[src/rtl/cordic_rotation_engine.sv]
// Iterative circular CORDIC in rotation mode: one shift-add micro-rotation per clock,
// with a start/ready handshake and a single-cycle completion strobe.
module cordic_rotation_engine #(
  parameter int ITER = 14
) (
  input  logic                clk,
  input  logic                rst,
  input  logic                start,
  input  logic signed [15:0]  x_in,
  input  logic signed [15:0]  y_in,
  input  logic signed [15:0]  z_in,
  output logic                ready,
  output logic                busy,
  output logic                valid_out,
  output logic signed [15:0]  x_out,
  output logic signed [15:0]  y_out,
  output logic signed [15:0]  z_out
);

  typedef enum logic [1:0] {IDLE, RUN, DONE} state_t;

  localparam logic [3:0] LAST_IT = 4'(ITER - 1);

  state_t             state_q;
  logic [3:0]         i_q;
  logic signed [17:0] xr_q, yr_q;
  logic signed [15:0] zr_q;
  logic               valid_q;
  logic signed [15:0] x_out_q, y_out_q, z_out_q;

  logic signed [17:0] xr_d, yr_d, x_sh, y_sh;
  logic signed [15:0] zr_d, atan_c;
  logic               d_pos;

  function automatic logic signed [15:0] sat16(input logic signed [17:0] v);
    if (v > 18'sd32767)
      return 16'sh7fff;
    else if (v < -18'sd32768)
      return 16'sh8000;
    else
      return v[15:0];
  endfunction

  always_comb begin
    case (i_q)
      4'd0:    atan_c = 16'sd12868;
      4'd1:    atan_c = 16'sd7596;
      4'd2:    atan_c = 16'sd4014;
      4'd3:    atan_c = 16'sd2037;
      4'd4:    atan_c = 16'sd1023;
      4'd5:    atan_c = 16'sd512;
      4'd6:    atan_c = 16'sd256;
      4'd7:    atan_c = 16'sd128;
      4'd8:    atan_c = 16'sd64;
      4'd9:    atan_c = 16'sd32;
      4'd10:   atan_c = 16'sd16;
      4'd11:   atan_c = 16'sd8;
      4'd12:   atan_c = 16'sd4;
      4'd13:   atan_c = 16'sd2;
      4'd14:   atan_c = 16'sd1;
      default: atan_c = 16'sd0;
    endcase
  end

  // Micro-rotation: zero residual angle rotates in the positive direction.
  always_comb begin
    d_pos = ~zr_q[15];
    x_sh  = xr_q >>> i_q;
    y_sh  = yr_q >>> i_q;
    if (d_pos) begin
      xr_d = xr_q - y_sh;
      yr_d = yr_q + x_sh;
      zr_d = zr_q - atan_c;
    end else begin
      xr_d = xr_q + y_sh;
      yr_d = yr_q - x_sh;
      zr_d = zr_q + atan_c;
    end
  end

  always_ff @(posedge clk) begin
    if (rst) begin
      state_q <= IDLE;
      i_q     <= 4'd0;
      xr_q    <= '0;
      yr_q    <= '0;
      zr_q    <= '0;
      valid_q <= 1'b0;
      x_out_q <= '0;
      y_out_q <= '0;
      z_out_q <= '0;
    end else begin
      valid_q <= 1'b0;
      case (state_q)
        IDLE: begin
          if (start) begin
            xr_q    <= 18'(x_in);
            yr_q    <= 18'(y_in);
            zr_q    <= z_in;
            i_q     <= 4'd0;
            state_q <= RUN;
          end
        end
        RUN: begin
          xr_q <= xr_d;
          yr_q <= yr_d;
          zr_q <= zr_d;
          i_q  <= i_q + 4'd1;
          if (i_q == LAST_IT) begin
            x_out_q <= sat16(xr_d);
            y_out_q <= sat16(yr_d);
            z_out_q <= zr_d;
            valid_q <= 1'b1;
            state_q <= DONE;
          end
        end
        DONE:    state_q <= IDLE;
        default: state_q <= IDLE;
      endcase
    end
  end

  assign ready     = (state_q == IDLE);
  assign busy      = ~ready;
  assign valid_out = valid_q;
  assign x_out     = x_out_q;
  assign y_out     = y_out_q;
  assign z_out     = z_out_q;

endmodule

[config.mk]
export PLATFORM = sky130hd
export DESIGN_NAME = cordic_rotation_engine
export DESIGN_NICKNAME = d
export VERILOG_FILES = /design/src/rtl/cordic_rotation_engine.sv
export SDC_FILE = /design/constraint.sdc
export NUM_CORES = 1
export LEC_CHECK = 0
export CORE_ASPECT_RATIO = 0.75
export CORE_MARGIN = 2
export CORE_UTILIZATION = 53
export CTS_CLUSTER_DIAMETER = 30
export DETAILED_ROUTE_END_ITERATION = 6
export HOLD_SLACK_MARGIN = 0.03
export MAX_ROUTING_LAYER = met4
export PLACE_DENSITY = 0.79
export SYNTH_ARGS = -nofsm -noshare
export SYNTH_HDL_FRONTEND = slang
export SYNTH_SLANG_ARGS = --single-unit
[constraint.sdc]
create_clock -name clk -period 5.6 [get_ports clk]
set_input_delay 0.84 -clock clk [delete_from_list [all_inputs] [get_ports clk]]
set_output_delay 0.84 -clock clk [all_outputs]
set_load 0.05 [all_outputs]
# [After elaboration in Yosys (flattened, before gate mapping)]
# Memory sizes are Yosys's and may differ from the RTL's. A register that Yosys moved wholly into a read port is not among the register bits.
# Cells that the tools add are included.
[word_totals] ff_bits=107 latch_bits=0 ram_bits=0 romBits=224 out_inout_bits=51 mem_count=1
[mem_list] memory="(no name shown)" words=16 width=14 rd=1 rd_ports_with_merged_regs=1 write_ports=0 line_no="45" text="case (i_q)"
[op_classes] add_sub_neg=7 multipliers=0 n_div=0 order_cmp=4 n_eq_ne=4 shifts=2 n_mux=21 bitwise=2 reduce_logical=6
[ops] op="$mux W16" count=6
[ops] op="$mux W18" count=4
[ops] op="$pmux W18 S2" count=2
[ops] op="$add A18 B18 Y18" count=2
[ops] op="$gt A18 B16 Y1 const B" count=2
[ops] op="$lt A18 B16 Y1 const B" count=2
[ops] op="$sshr A18 B4 Y18" count=2
[ops] op="$sub A18 B18 Y18" count=2
[ops] op="$pmux W16 S2" count=1
[ops] op="$add A16 B16 Y16" count=1
[ops] op="$sub A16 B16 Y16" count=1
[ops] op="$mux W4" count=3
[ops] op="$pmux W4 S2" count=1
[ops] op="$reduce_and A2 Y1" count=3
[ops] op="$add A4 B1 Y4 const B" count=1
[ops] op="$eq A4 B4 Y1 const B" count=1
[ops] op="$mux W2" count=2
[ops] op="$ne A2 B2 Y1 const B" count=2
[ops] op="$pmux W2 S2" count=1
[ops] op="$eq A2 B1 Y1 const B" count=1
[ops] op="$logic_not A2 Y1" count=1
[ops] op="$not A1 Y1" count=2
[ops] op="$reduce_bool A2 Y1" count=1
[ops] op="$reduce_or A2 Y1" count=1
[ops] op="$mux W1" count=1

# [Logic depth before layout (Yosys ltp)]
# Gate-level depths: netlist (run 1).
[logic_depth] depth_word=6 mapped_depth=25 ltp_nobuf=21

# [Least setup slack after synthesis (run 1)]
# OpenSTA, ideal clock, no wires.
[synth_timing] path_kind="reg2reg" startpoint="register i_q[3]" endpoint="register y_out_q[5], in the netlist y_out[5]" setup_ns=0.127 arrival_time_ns=5.223 required_ns=5.473 setup_slack_ns=0.250 stages_incl_launch_ff=23 path_buffers=6 period_less_slack_ns=5.350 cell_sequence="dfxtp_1 > clkbuf_1 > clkbuf_1 > clkbuf_1 > clkbuf_1 > clkbuf_1 > nand2_1 > o21ai_0 > ha_1 > nor3b_1 > a21oi_1 > xor2_1 > ha_1 > nand4_1 > a2111oi_0 > o31a_1 > o21ai_1 > a21oi_1 > a311oi_1 > xnor3_2 > a31oi_1 > buf_2 > a21oi_1"
[synth_via] elab_chain_len=6 elab_cells_between_ends=10 classes_between="add/sub (2); order compare (2); eq/ne (1); shift (1); mux (3); reduce/logical (1)"
[synth_lines] item="start: declaration" line_no="25" text="logic [3:0] i_q;"
[synth_lines] item="start signal: assignment" line_no="108" text="i_q <= i_q + 4'd1;"
[synth_lines] item="$sshr A18 B4 Y18" line_no="68" text="x_sh = xr_q >>> i_q;"
[synth_lines] item="$add A18 B18 Y18 or $sub A18 B18 Y18 (tied branches)" line_no="72, 76"
[synth_lines] item="$mux W18" line_no="70" text="if (d_pos) begin"
[synth_lines] item="$lt A18 B16 Y1" line_no="38" text="else if (v < -18'sd32768)"
[synth_lines] item="$mux W16" line_no="38"
[synth_lines] item="$mux W16" line_no="36" text="if (v > 18'sd32767)"
[synth_lines] item="end signal: assignment" line_no="111" text="y_out_q <= sat16(yr_d);"
[synth_lines] item="end: declaration" line_no="29" text="logic signed [15:0] x_out_q, y_out_q, z_out_q;"
# Several ways; a longest one is shown, not always the timed one.
# A chain may end at the register's enable or synchronous reset.

# [Worst setup path after layout (run 1)]
[layout_timing] startpoint="register i_q[0]" endpoint="register y_out_q[5], in the netlist y_out[5]"
# The elaborated chain is that of the path after synthesis.

==> metrics, run 1 <==
status=finished, violations left; failing checks=DRC; post-route ant nets=0; worst hold path class=reg -> reg; DRC=17; most frequent CP cell=a21oi_1; Final Cycle Share=97.1%; RD Place Congestion=0.977; prevailing post-synth register cell=dfxtp_1; vias in the first global route=9,421; total routed wirelength=33.1 mm; clock skew=13.4 ps; Initial Util=54.5%; Die ar.=20,300 um^2; max-slew violation count=0; vias=10,400; Critical Path Start Type=register; critical path required time=5890 ps; die height=124 um; worst setup margin=162 ps; switching share of power=47.1%; synthesized flop and latch total=121; Ports=102; number of synthesized flops with an enable pin=0; Die Wd=164 um; initial drt markers=1,610; Cell Area, Placed=11,500 um^2; Combinational Power Share=61.9%; Worst-Skew Late Latency=430 ps; clk root buf=clkbuf_16; Row Count=43; H-tree lvl count=4; Rel. slew slack=35.2%; DR pass1 iterations=7; share of post-route cells with drive strength above 1=12.8%; cells after synthesis=1,241; async set-reset flop share out of synthesis=0%; CORE AREA=18,700 um^2; critical path endpoint category=register; post-DR vias/cell=6.57; Peak VDD IR=0.239 mV; first-pass GRT wire length=51.4 mm; Global Route Usage Sum=33.4%; sequential power share=19.0%; crit-path max cell delay=520 ps; top cells by count, synth=123 x a21oi_1, 121 x dfxtp_1, 117 x nor2_1, 80 x nand2_1, 79 x o21ai_0; Post-Route Utilization=65.8%; Synth area leader=dfxtp_1; total of max-cap violations=0; post-synth design cell area=10,200 um^2; dpl ws=-229 ps; unique cell type count in the Yosys netlist=85; slowest stage cell on the critical path=mux4_2; minimum clock period=5440 ps; fmax=184 MHz; clock-pin slew on the worst setup and hold paths=70 ps; Switching Power=2.77 mW; Mapped Nets=1,354; r2r setup slk=160 ps; Crit Path Max Fanout=18; PortBufs=101; syn avg cell area=8.20 um^2; worst-case clock buffer depth=2; synth top area cells=dfxtp_1 24%, ha_1 7.3%, mux4_2 6.9%; Syn-to-layout area delta=20.7%; Clock Sinks=121; worst path cell trace=buf_12, mux4_2, and2_1, a311oi_1, a21oi_1, nor3b_2, a31oi_1, xor2_1, ha_1, nand4_1, a2111oi_2, o31a_1, o21ai_1, a21oi_1, a311oi_2, xnor3_2, buf_4, o311ai_1, a21oi_1; hold_ws=464 ps; Finished Cell Area=12,300 um^2; most frequent cell after synthesis=a21oi_1; CTS Buf Count=17; WL/cell=20.8 um; sequential share of the synthesized area=23.8%; post-DP HPWL=24.1 mm; Synth top area share=23.8%; largest net degree at the start of global routing=55; Ys Warns=0; PwrDens=480 nW/um^2; critical path type=reg -> reg; CTS tree=built; critical path arrival=5730 ps; Worst-Margin Slew=969 ps; fill count=1,514; leakage power=4.89 nW; setup violation total in the final timing report=0; Final #Nets=1,442; grt total ovfl=0; initial antenna violation count=0; Final Hold Vio Count=0; clock share of power=19.1%; Pint=3.12 mW; Ant. Diodes=0
==> sequential cells by signal (all words and copies together) (netlist names) <==
name	cells
atan_c	14
i_q	4
state_q	2
valid_out	1
x_out	16
xr_q	18
y_out	16
yr_q	18
z_out	16
zr_q	16
==> repair_timing <==
item	4_1_cts	5_1_grt
pin swaps	0	2
gates resized for setup	2	17
gates cloned	0	2
hold buffers	0	0
setup buffers	0	6
endpoints found under the setup margin	13	33
==> critical path: cells and delay by family, from the launching register on <==
kind / cells / cell delay, ps
AOI/OAI and AO/OA: 10 / 2170
buffers and inverters: 2 / 400
and+or+nand+nor: 3 / 740
xor gates and xnor gates: 2 / 590
DFF: 1 / 460
muxes: 1 / 520
adders and majority gates: 1 / 390
==> kinds of logic after synthesis <==
group           after synthesis  share of synthesized area [%]
compound gates              412                           26.8
xor+xnor                     76                           6.84
fa+ha+maj                    62                           7.85
buf+inv                     138                           5.62
flops                       121                           23.8
mux                          87                           12.5
simple gates                345                           16.5
==> worst paths after layout <==
| kind | startpoint | endpoint | depth (start not counted) |
|---|---|---|---|
| worst min-delay path | z_out[12] | z_out[12] | 2 |
| worst max-delay path | i_q[0] | y_out[5] | 19 |
| worst min register to register | z_out[12] | z_out[12] | 2 |
| worst max register to register | i_q[0] | y_out[5] | 19 |
==> metrics by stage <==
stage	instances	TNS, ps	power [mW]
floorplan	1241	0	3.64
global placement	1549	-749	4.50
detailed placement	1549	-2740	4.54
CTS	1581	0	5.69
global route	1589	-43.5	6.23
finish	1589	0	5.89
==> layout by cell type (no fill, tap or decap), types with 7 or more instances in the layout <==
| cell | count |
|---|---|
| mux2_2 | 14 |
| nor2b_1 | 9 |
| mux2i_1 | 41 |
| o22ai_1 | 8 |
| a21oi_1 | 122 |
| clkbuf_16 | 18 |
| inv_1 | 47 |
| or4_1 | 7 |
| nand4_1 | 10 |
| o21a_1 | 15 |
| nand3_1 | 25 |
| o21ai_0 | 77 |
| a22oi_1 | 8 |
| a31oi_1 | 10 |
| a21o_1 | 16 |
| o31ai_1 | 35 |
| or3_1 | 7 |
| xnor2_1 | 39 |
| mux4_2 | 31 |
| nand2_1 | 80 |
| nor3_1 | 23 |
| a211oi_1 | 17 |
| clkdlybuf4s50_1 | 100 |
| xor2_1 | 34 |
| nand2b_1 | 13 |
| buf_4 | 50 |
| o211ai_1 | 10 |
| a222oi_1 | 25 |
| and3_1 | 9 |
| dfxtp_1 | 120 |
| and2_1 | 17 |
| nor2_1 | 116 |
| ha_1 | 59 |
==> area by class of cell <==
cell class | count | area, um^2 | share of cell area (%)
Sequential cell | 121 | 2430 | 19.8
Tap cell | 247 | 309 | 2.52
Clock inverter | 15 | 176 | 1.44
Inverter | 51 | 195 | 1.59
Multi-Input combinational cell | 983 | 7280 | 59.3
Timing Repair Buffer | 155 | 1470 | 11.9
Clock buffer | 17 | 425 | 3.46
==> metal layers <==
layer	GRT usage (%)	routed length, um	vias to the layer above
met5	-	0	-
met4	10.9	961	0
met3	7.83	3650	89
met2	45.9	13500	660
met1	48.1	15000	4862
li1	-	-	4830
==> power groups by stage <==
stage          sequential, mW  clock, mW  combinational [mW]
3_3_place_gp             1.12          0                3.37
6_report                 1.12       1.12                3.65
5_1_grt                  1.12       1.17                3.93
3_5_place_dp             1.12          0                3.42
4_1_cts                  1.11       1.13                3.46
2_1_floorplan            1.05          0                2.59
No activity file was read; power rests on OpenSTA's default activity.
==> run 2, diff against run 1 <==
CORE_MARGIN = 10   (was 2)
==> run 2 against run 1 <==
The flow still finishes with violations (DRC); register-to-register slack better by 90 ps; sequential power hardly changed; power is 1.1% lower; clock power hardly changed; flip-flop and latch count stayed put; largest cell class unchanged.
==> metrics, run 2 (synthesis gave the netlist of run 1 again) <==
status=finished, violations left; failing checks=DRC; hold path cells=2; cell family with most CP delay=compound AO/OA/AOI/OAI gates; worst-case clock buffer depth=2; PortBufs=101; most frequent CP cell=buf_4; # Post-CTS Setup Buffers=0; Die Wd=180 um; Buf/Inv on CP=3; worst setup margin=255 ps; critical path arrival=5670 ps; CTS Hold Bufs=0; Placed Instances=1,545; Final #Nets=1,430; PwrDens=478 nW/um^2; Die ar.=25,200 um^2; clock share of power=19.7%; share of post-route cells with drive strength above 1=12.2%; worst hold path class=reg -> reg; Worst-Skew Late Latency=430 ps; clk root buf=clkbuf_16; Post-Route Utilization=65.2%; hold_ws=461 ps; Critical Path Source=i_q[0]; post-route ant nets=0; H-tree lvl count=4; r2r setup slk=250 ps; Peak VDD IR=0.273 mV; Clock Sinks=121; RD Place Congestion=0.994; Cell Area, Placed=11,500 um^2; DRC=3; slowest stage cell on the critical path=or4b_1; Combinational Power Share=60.9%; Finished Cell Area=12,200 um^2; crit-path max cell delay=460 ps; CTS tree=built; grt total ovfl=0; total negative setup slack=0 ps; total of max-cap violations=0; register area=2430 um^2; HP Start=z_out[1]; Rel. slew slack=20.8%; Syn-to-layout area delta=19.6%; initial drt markers=1,358; fmax=187 MHz; worst path cell trace=buf_4, nor2_2, mux2_2, a211oi_1, a32oi_2, nor3b_4, a31oi_1, xor2_1, ha_1, nand4_1, a2111oi_0, o31a_1, o21ai_2, a21oi_1, buf_4, or4b_1, a21oi_1, buf_4, nor3_1, o41ai_1; FF-to-FF End=y_out[1]; critical path required time=5930 ps; Final Hold Vio Count=0; WL/cell=21.6 um; most common cell after layout, fill and taps aside=a21oi_1; sequential power share=19.4%; DR pass1 iterations=7; Crit Path Max Fanout=14; most frequent cells in the layout=121 x a21oi_1, 120 x dfxtp_1, 115 x nor2_1, 100 x clkdlybuf4s50_1, 80 x nand2_1; largest net degree at the start of global routing=53; initial antenna violation count=0; Initial Util=54.5%; Endpoint, Worst Hold=z_out[1]; first-pass GRT wire length=53.1 mm; Reg2Reg Depth=20; Critical Path Start Type=register; clock skew=15.9 ps; vias=10,500; fill count=1,507; Pwr Total=5.82 mW; max-slew violation count=0; leakage power=4.83 nW; minimum clock period=5350 ps; Worst-Margin Slew=1190 ps; critical path endpoint category=register; switching share of power=47.3%; vias in the first global route=9,638; dpl ws=-170 ps; post-DR vias/cell=6.64; Row Count=43; Switching Power=2.75 mW; CTS Buf Count=17; CORE AREA=18,700 um^2; Global Route Usage Sum=26.2%; critical path type=reg -> reg; area taken by multi-input logic gates=7280 um^2; setup violation total in the final timing report=0; die height=140 um; Pint=3.07 mW; Ports=102; largest registers=xr_q (18), yr_q (18); clock-pin slew on the worst setup and hold paths=70 ps; Worst R2R Start=i_q[0]; Final Non-Filler Cells=1,577; Ant. Diodes=0; total routed wirelength=34.1 mm; post-DP HPWL=24.8 mm; Final Cycle Share=95.5%
## run 2: area by class of cell
type	count	area share, %
Tap cell	247	2.54
Sequential cell	121	19.9
Timing Repair Buffer	144	11.2
Inverter	51	1.57
Multi-Input combinational cell	982	59.8
Clock inverter	15	1.46
Clock buffer	17	3.50
## run 2: how the worst max path moves through the flow
stage          endpoint  depth (start not counted)
6_report       y_out[1]                         20
4_1_cts        y_out[1]                         21
5_1_grt        y_out[1]                         20
2_1_floorplan  y_out[5]                         22
3_3_place_gp   y_out[1]                         21
3_5_place_dp   y_out[4]                         19
## run 2: what timing repair did
item                       4_1_cts  5_1_grt
cloned                           0        0
pin swaps                        1        0
gates resized for setup          1       18
setup endpoints to repair       16       34
## run 2: layer usage
metal | global-route usage, % | share of wire, % | vias up
met5 | - | 0 | -
met4 | 7.69 | 2.5 | 0
met3 | 6.49 | 11 | 73
met2 | 36.1 | 41 | 665
met1 | 36.7 | 46 | 4927
li1 | - | - | 4809
## run 2: power groups by stage
stage	clock network, mW	logic, mW	registers (mW)
finish	1.14	3.55	1.13
CTS	1.14	3.40	1.12
detailed placement	0	3.36	1.14
global placement	0	3.31	1.14
floorplan	0	2.59	1.05
global route	1.17	3.82	1.14
## run 2: worst reg2reg max path: stages, from the launching register on
cell and delay [ps]:
dfxtp_4 410, buf_4 200, nor2_2 230, mux2_2 420, a211oi_1 380, a32oi_2 250
nor3b_4 330, a31oi_1 140, xor2_1 170, ha_1 370, nand4_1 180, a2111oi_0 90
o31a_1 350, o21ai_2 170, a21oi_1 110, buf_4 180, or4b_1 460, a21oi_1 160
buf_4 220, nor3_1 100, o41ai_1 330
